===== src/rtl/lbist_pkg.sv =====
// Shared types and defaults for the logic-BIST response compactor.
package lbist_pkg;

  typedef enum logic [1:0] {
    IDLE = 2'd0,
    RUN  = 2'd1,
    CMP  = 2'd2,
    DONE = 2'd3
  } misr_state_t;

  localparam logic [31:0] MISR_POLY_DEF  = 32'h04C11DB7;
  localparam int          MISR_LEN_W_DEF = 16;

endpackage


===== src/rtl/lbist_misr_core.sv =====
// Galois-form multiple-input signature register: seed load, gated update.
module misr_core
  import lbist_pkg::*;
#(
  parameter int               WIDTH = 32,
  parameter logic [WIDTH-1:0] POLY  = WIDTH'(MISR_POLY_DEF),
  parameter logic [WIDTH-1:0] SEED  = '0
) (
  input  logic             clk,
  input  logic             rst_n,
  input  logic             load,
  input  logic             en,
  input  logic [WIDTH-1:0] d,
  output logic [WIDTH-1:0] sig
);

  logic [WIDTH-1:0] fb;

  // Shift toward the MSB; the bit falling off the top folds back through the taps.
  assign fb = {sig[WIDTH-2:0], 1'b0} ^ (sig[WIDTH-1] ? POLY : '0);

  always_ff @(posedge clk or negedge rst_n) begin
    if (!rst_n)    sig <= SEED;
    else if (load) sig <= SEED;
    else if (en)   sig <= fb ^ d;
  end

endmodule


===== src/rtl/lbist_misr.sv =====
// LBIST response compactor: run FSM, word counter and golden compare around misr_core.
// Optional X-masking of response bits is enabled with LBIST_MISR_XMASK_EN.
module lbist_misr
  import lbist_pkg::*;
#(
  parameter int               WIDTH = 32,
  parameter logic [WIDTH-1:0] POLY  = WIDTH'(MISR_POLY_DEF),
  parameter logic [WIDTH-1:0] SEED  = '0,
  parameter int               LEN_W = MISR_LEN_W_DEF
) (
  input  logic             clk,
  input  logic             rst_n,
  input  logic             start,
  input  logic [LEN_W-1:0] test_len,
  input  logic [WIDTH-1:0] golden,
  input  logic             resp_valid,
  input  logic [WIDTH-1:0] resp_data,
`ifdef LBIST_MISR_XMASK_EN
  input  logic [WIDTH-1:0] resp_mask,
`endif
  output logic             busy,
  output logic             done,
  output logic             pass,
  output logic [WIDTH-1:0] signature
);

  misr_state_t      state, state_nxt;
  logic [LEN_W-1:0] cnt, len, last_idx;
  logic             sig_load, sig_en;
  logic [WIDTH-1:0] d;

`ifdef LBIST_MISR_XMASK_EN
  assign d = resp_data & ~resp_mask;
`else
  assign d = resp_data;
`endif

  // Index of the final word; wraps harmlessly when len is 0 since RUN is skipped then.
  assign last_idx = len - 1'b1;

  misr_core #(
    .WIDTH (WIDTH),
    .POLY  (POLY),
    .SEED  (SEED)
  ) u_core (
    .clk   (clk),
    .rst_n (rst_n),
    .load  (sig_load),
    .en    (sig_en),
    .d     (d),
    .sig   (signature)
  );

  always_ff @(posedge clk or negedge rst_n) begin
    if (!rst_n) state <= IDLE;
    else        state <= state_nxt;
  end

  always_comb begin
    state_nxt = state;
    busy      = 1'b0;
    done      = 1'b0;
    sig_load  = 1'b0;
    sig_en    = 1'b0;
    case (state)
      IDLE: if (start) begin
        sig_load  = 1'b1;
        state_nxt = (test_len == '0) ? CMP : RUN;
      end
      RUN: begin
        busy = 1'b1;
        if (resp_valid) begin
          sig_en = 1'b1;
          if (cnt == last_idx) state_nxt = CMP;
        end
      end
      CMP: begin
        busy      = 1'b1;
        state_nxt = DONE;
      end
      DONE: begin
        done      = 1'b1;
        state_nxt = IDLE;
      end
      default: state_nxt = IDLE;
    endcase
  end

  always_ff @(posedge clk or negedge rst_n) begin
    if (!rst_n) begin
      cnt  <= '0;
      len  <= '0;
      pass <= 1'b0;
    end else if (sig_load) begin
      cnt  <= '0;
      len  <= test_len;
      pass <= 1'b0;
    end else begin
      if (sig_en)         cnt  <= cnt + 1'b1;
      if (state == CMP)   pass <= (signature == golden);
    end
  end

endmodule


===== config.mk =====
export PLATFORM = sky130hd
export DESIGN_NAME = lbist_misr
export DESIGN_NICKNAME = d
export VERILOG_FILES = /design/src/rtl/lbist_pkg.sv /design/src/rtl/lbist_misr_core.sv /design/src/rtl/lbist_misr.sv
export SDC_FILE = /design/constraint.sdc
export NUM_CORES = 1
export LEC_CHECK = 0
export CORE_ASPECT_RATIO = 1.75
export CORE_MARGIN = 2
export CORE_UTILIZATION = 45
export CTS_BUF_LIST = sky130_fd_sc_hd__clkbuf_4 sky130_fd_sc_hd__clkbuf_8 sky130_fd_sc_hd__clkbuf_16
export CTS_CLUSTER_DIAMETER = 200
export DETAILED_ROUTE_END_ITERATION = 7
export HOLD_SLACK_MARGIN = 0.03
export PLACE_DENSITY_LB_ADDON = 0.2
export SYNTH_ARGS = -nofsm -noshare
export SYNTH_HDL_FRONTEND = slang
export SYNTH_SLANG_ARGS = --single-unit

===== constraint.sdc =====
create_clock -name clk -period 7 [get_ports clk]
set_input_delay 1.05 -clock clk [delete_from_list [all_inputs] [get_ports clk]]
set_output_delay 1.05 -clock clk [all_outputs]
set_load 0.03 [all_outputs]

==> results_dict.tcl, run 1 <==
set metrics [dict create \
    crit_chain "clkdlybuf4s50_1" \
    grt.total_usage_pct 22.8 \
    synthFlopType "dfrtp_1" \
    clk_pin_slew_ns 0.05 \
    synth_top_family_by_area "XOR/XNOR gates" \
    cpPeakStageDelay_ns 0.92 \
    cts_resized 0 \
    portBuffers 118 \
    grt_overflow_total 0 \
    ctsHoldBuffers 0 \
    n_fill_cell 785 \
    cp_slowest_cell "dfrtp_1" \
    rsz0062_at_grt "no" \
    slew_viol_final 0 \
    ant_nets 0 \
    synth_common_cells "xnor2_1, dfrtp_1, nor2_1" \
    initial_core_util_pct 46.0 \
    finalHoldViolations 0 \
    post_cts_buffers 0 \
    drt-initial-drc-count 169 \
    p_int_mw 1.38 \
    synth_fa_ha_area_share_pct 2.11 \
    p_per_area_nw_per_um2 407 \
    synth_async_sr_flop_share_pct 100 \
    synth_area_um2 4160 \
    synth.distinct_cells 45 \
    finalCritPeriodShare_pct 44.6 \
    synth_top_area_share_pct 40.3 \
    grt_start_max_net_pins 68 \
    ys_warn_count 0 \
    die_area_um2 10000 \
    syn_area_per_cell_um2 9.55 \
    nets 636 \
    synth_compound_area_share_pct 9.79 \
    seq_area_frac_synth_pct 40.3 \
    critPathLaunchType "register" \
    tightest_slew_ns 0.973 \
    multi_input_area_um2 2380 \
    cap_violations 0 \
    final.min_clock_period_ns 3.12 \
    cts_buffer_depth 2 \
    antennaDiodeCount 0 \
    die_y_um 131 \
    grt_first_pass_wirelength_mm 18.0 \
    vdd_drop_max_uv 235 \
    max-slew-margin-rel_pct 35.2 \
    synthCells 435 \
    coreArea_um2 9040 \
    die_w_um 76.6 \
    path_delay_family "flip-flops" \
    finalSetupViolCount 0 \
    switchingPower_mw 0.948 \
    numCtsBuffers 9 \
    outcome "completed" \
    yosys.area_share.simple_pct 18.2 \
    synth_mux_area_share_pct 4.52 \
    wl_met1_mm 4.14 \
    maxUsedRoutingLayer "met4" \
    yosys.area.top_type "dfrtp_1" \
    num_vias 3500 \
    ys_top_cells_by_area "dfrtp_1, xnor2_1, mux2_2" \
    finalWeightedCongestion 0.824 \
    min-delay-path-class "register to register" \
    pwr-share-comb_pct 47.2 \
    drive_above_1_share_pct 8.00 \
    vias_per_cell 5.22 \
    synth_most_common_cell "xnor2_1" \
    critPathBufInv 1 \
    crit_type "register to output pin" \
    grt_pass1_vias 3606 \
    clkPwrFrac_pct 20.4 \
    leakage_nw 2.16 \
    met2_wirelength_mm 6.17 \
    critPathCaptureType "output pin" \
    worst_clock_skew_ns 0.00486 \
    htreeDepth 3 \
    crit_required_ns 5.95 \
    drtPass1Iterations 4 \
    swShare_pct 40.6 \
    fin_tns_setup_ns 0 \
    num_rows 46 \
    antenna_found_initial 0 \
    area_delta_synth_final_pct 38.1 \
    wire_per_inst_um 16.4 \
    dp_hpwl_mm 8.13 \
    root_buffer "clkbuf_16" \
    critPathMaxFanout 17 \
    synth_edf_count 0 \
    synth_nets 526 \
    clock_sinks 67 \
    timing.fmax_mhz 321 \
    wl_met3_um 475 \
    ioPinCount 119 \
    synth_seq_cells 67 \
    seqPwrFrac_pct 32.4 \
    clk_latency_ns 0.33 \
    critPathArrivalTime_ns 2.07 \
    finalWirelength_mm 11.0 \
    synthXorXnorAreaFrac_pct 22.6 \
    area.sequential_um2 1680 \
    drcViolationCount 0 \
    cts_tree "yes" \
    total_power_mw 2.33 \
]
==> layout by cell type (no fill, tap or decap), drive strengths merged, types with 8 or more instances in the layout <==
cell type / n
nand4: 12
a211oi: 20
clkbuf: 15
nor4: 9
xnor2: 93
nand2: 40
nor3: 8
clkdlybuf4s50: 117
a21oi: 21
dfrtp: 67
mux2: 14
nor2: 42
xor2: 14
==> cell families after synthesis <==
logic type	Yosys count
compound gates	59
xor+xnor	107
fa+ha+maj	7
buf+inv	27
flops	67
mux	17
simple gates	151
==> flip-flops by register name, summed over array words and instances, names as in the netlist <==
| register | flops |
|---|---|
| len | 16 |
| state | 2 |
| cnt | 16 |
| pass | 1 |
| u_core.sig | 32 |
==> layout make-up <==
cell class / count / share of cell area, %
Clock inverter: 1 / 0.523
Sequential cell: 67 / 29.2
Timing Repair Buffer: 120 / 20.8
Multi-Input combinational cell: 341 / 41.4
Tap cell: 120 / 2.62
Clock buffer: 15 / 5.04
Inverter: 6 / 0.393
==> path summary, 6_finish.rpt <==
kind	start	to	slack, ns	depth (start not counted)
worst max-delay path	u_core.sig[31]$_DFFE_PN0P_	signature[31]	3.88	1
worst min-delay path	pass$_DFFE_PN0P_	pass$_DFFE_PN0P_	0.55	2
worst max register to register	len[0]$_DFFE_PN0P_	state[1]$_DFFE_PN0P_	4.29	8
worst min register to register	pass$_DFFE_PN0P_	pass$_DFFE_PN0P_	0.55	2
max in group asynchronous	rst_n	cnt[13]$_DFFE_PN0P_	5.52	2
min in group asynchronous	rst_n	len[9]$_DFFE_PN0P_	0.90	2
==> power by group through the flow <==
stage | clock, mW | combinational [mW] | sequential (mW)
finish | 0.477 | 1.10 | 0.756
global route | 0.503 | 1.19 | 0.782
CTS | 0.487 | 1.11 | 0.758
detailed placement | 0 | 1.11 | 0.759
global placement | 0 | 1.08 | 0.758
floorplan | 0 | 0.663 | 0.817
==> routing by layer <==
layer	vias up	global-route usage, %
met5	-	0
met4	0	7.37
met3	12	4.67
met2	96	43.3
met1	1674	24.8
li1	1718	-
==> metrics by stage <==
| stage | std cells | hold WS [ns] | instance area, um2 | util (%) | worst slack [ns] |
|---|---|---|---|---|---|
| final | 670 | 0.545 | 5740 | 63.5 | 3.88 |
| after floorplan | 435 | 0.501 | 4160 | - | 4.56 |
| after global placement | 654 | 0.523 | 5420 | 60.0 | 3.87 |
| after detailed placement | 654 | 0.537 | 5420 | 60.0 | 3.89 |
| after CTS | 670 | 0.546 | 5740 | 63.5 | 3.85 |
| after global routing | 670 | 0.571 | 5740 | 63.5 | 3.80 |
(Power assumes the default switching activity.)
==> inputs of run 2 (changes only) <==
--- a/config.mk
+++ b/config.mk
@@ -7,7 +7,7 @@
 export LEC_CHECK = 0
 export CORE_ASPECT_RATIO = 1.75
 export CORE_MARGIN = 2
-export CORE_UTILIZATION = 45
+export CORE_UTILIZATION = 44
 export CTS_BUF_LIST = sky130_fd_sc_hd__clkbuf_4 sky130_fd_sc_hd__clkbuf_8 sky130_fd_sc_hd__clkbuf_16
 export CTS_CLUSTER_DIAMETER = 200
 export DETAILED_ROUTE_END_ITERATION = 7
==> constraint.sdc (replaced) <==
create_clock -name clk -period 2.56 [get_ports clk]
set_input_delay 0.384 -clock clk [delete_from_list [all_inputs] [get_ports clk]]
set_output_delay 0.384 -clock clk [all_outputs]
set_load 0.03 [all_outputs]
==> results_dict.tcl, run 2 (same netlist as run 1, synthesis figures left out) <==
set metrics [dict create \
    cts_buffer_depth 2 \
    timing.fmax_mhz 411 \
    finalHoldViolations 0 \
    grt_pass1_vias 3798 \
    initial_core_util_pct 45.4 \
    drtPass1Iterations 6 \
    vdd_drop_max_uv 742 \
    grt.total_usage_pct 23.5 \
    mostFrequentLayoutCell "clkdlybuf4s50_1" \
    area_delta_synth_final_pct 39.2 \
    grt_first_pass_wirelength_mm 18.9 \
    final.min_clock_period_ns 2.43 \
    area.sequential_um2 1680 \
    finalWirelength_mm 11.7 \
    largest_register_ffs 32 \
    portBuffers 118 \
    final_core_util_pct 63.2 \
    n_fill_cell 804 \
    wire_per_inst_um 17.3 \
    maxUsedRoutingLayer "met4" \
    crit_type "register to register" \
    cts_tree "yes" \
    num_vias 3677 \
    clk_latency_ns 0.33 \
    grt_overflow_total 0 \
    vias_per_cell 5.43 \
    leakage_nw 2.19 \
    ant_nets 0 \
    cap_violations 0 \
    finalWeightedCongestion 0.853 \
    multi_input_area_um2 2390 \
    drcViolationCount 0 \
    dp_hpwl_mm 8.83 \
    p_per_area_nw_per_um2 1100 \
    finalNonFillerCells 677 \
    reg_top3 "u_core.sig x32, cnt x16, len x16" \
    critPathLaunchType "register" \
    grt_start_max_net_pins 68 \
    critPathCaptureType "register" \
    max-slew-margin-rel_pct 70.1 \
    die_w_um 77.5 \
    clk_pin_slew_ns 0.05 \
    drt-initial-drc-count 160 \
    antennaDiodeCount 0 \
    ioPinCount 119 \
    critPathArrivalTime_ns 2.69 \
    numCtsBuffers 9 \
    drive_above_1_share_pct 9.52 \
    wl_met3_um 481 \
    dp_cells 665 \
    finalCritPeriodShare_pct 95.1 \
    root_buffer "clkbuf_16" \
    rsz0062_at_grt "no" \
    die_y_um 133 \
    critPathMaxFanout 6 \
    slew_viol_final 0 \
    mostFrequentLayoutCells "clkdlybuf4s50_1, xnor2_1, dfrtp_1" \
    antenna_found_initial 0 \
    r2r-start "len[7]$_DFFE_PN0P_" \
    crit_required_ns 2.81 \
    r2r_slack_ns 0.13 \
    coreArea_um2 9150 \
    reg2regPathDepth 6 \
    num_rows 46 \
    worst_clock_skew_ns 0.00588 \
    die_area_um2 10300 \
    met2_wirelength_mm 6.62 \
    wl_met1_mm 4.24 \
    post_cts_buffers 0 \
    finalSetupViolCount 0 \
    outcome "completed" \
    htreeDepth 3 \
    min-delay-path-class "primary input to asynchronous set/reset pin" \
    clock_sinks 67 \
    top_register "u_core.sig" \
    r2r-end "state[1]$_DFFE_PN0P_" \
    tightest_slew_ns 0.445 \
    nets 647 \
]
-- run 2: changes by cell type in the layout (fill, tap and decap cells not counted), sizes merged --
cell / previous run / this run
buf: 3 / 14
clkbuf: 15 / 12
bufinv: 1 / 0
-- run 2: critical path, cell delays in order (launching register included) --
cell	delay, ns
dfrtp_1	0.42
or4_4	0.55
or4_1	0.52
a32o_1	0.26
a21o_1	0.17
a41oi_2	0.22
mux2i_1	0.23
-- run 2: cell type report --
cell class	count	area share, %
multi-input combinational	341	41.3
sequential	67	29.0
timing repair buffer	131	22.2
clock buffer	12	4.50
tap	120	2.60
inverter	6	0.389
-- run 2: worst max-delay path by stage --
stage	cells past startpoint	to	from	slack (ns)
finish	6	state[1]$_DFFE_PN0P_	len[7]$_DFFE_PN0P_	0.13
global route	6	state[1]$_DFFE_PN0P_	len[7]$_DFFE_PN0P_	0.03
CTS	6	state[1]$_DFFE_PN0P_	len[7]$_DFFE_PN0P_	0.005
detailed placement	8	state[1]$_DFFE_PN0P_	len[1]$_DFFE_PN0P_	-0.02
global placement	8	state[0]$_DFFE_PN0P_	len[0]$_DFFE_PN0P_	0.04
floorplan	8	state[0]$_DFFE_PN0P_	len[0]$_DFFE_PN0P_	0.12
-- run 2: metal layers --
layer	up-vias	track usage, %
li1	1738	-
met1	1798	24.2
met2	116	44.8
met3	25	4.77
met4	0	10.1
met5	-	0
-- run 2: power by group --
group / total, mW / switching [mW] / internal, mW
registers: 1.95 / 0.519 / 1.43
clock network: 1.11 / 0.414 / 0.696
logic: 3.28 / 1.70 / 1.59
-- run 2: through the flow --
| stage | power (mW) | worst slack [ns] | instance area [um2] | setup TNS, ns | hold WS, ns |
|---|---|---|---|---|---|
| after floorplan | 4.05 | 0.118 | 4160 | 0 | 0.0884 |
| after global placement | 5.16 | 0.0441 | 5510 | 0 | 0.431 |
| after detailed placement | 5.24 | -0.0230 | 5510 | -0.0371 | 0.439 |
| after CTS | 6.39 | 0.00493 | 5780 | 0 | 0.0841 |
| after global routing | 6.76 | 0.0278 | 5790 | 0 | 0.0990 |
| final | 6.35 | 0.126 | 5790 | 0 | 0.0580 |
-- run 2: timing repair --
item                       in CTS  in global routing
hold buffers                    0                  0
setup endpoints to repair       2                  2
pin swaps                       0                  0
cloned                          0                  0
gates resized for setup         1                  2
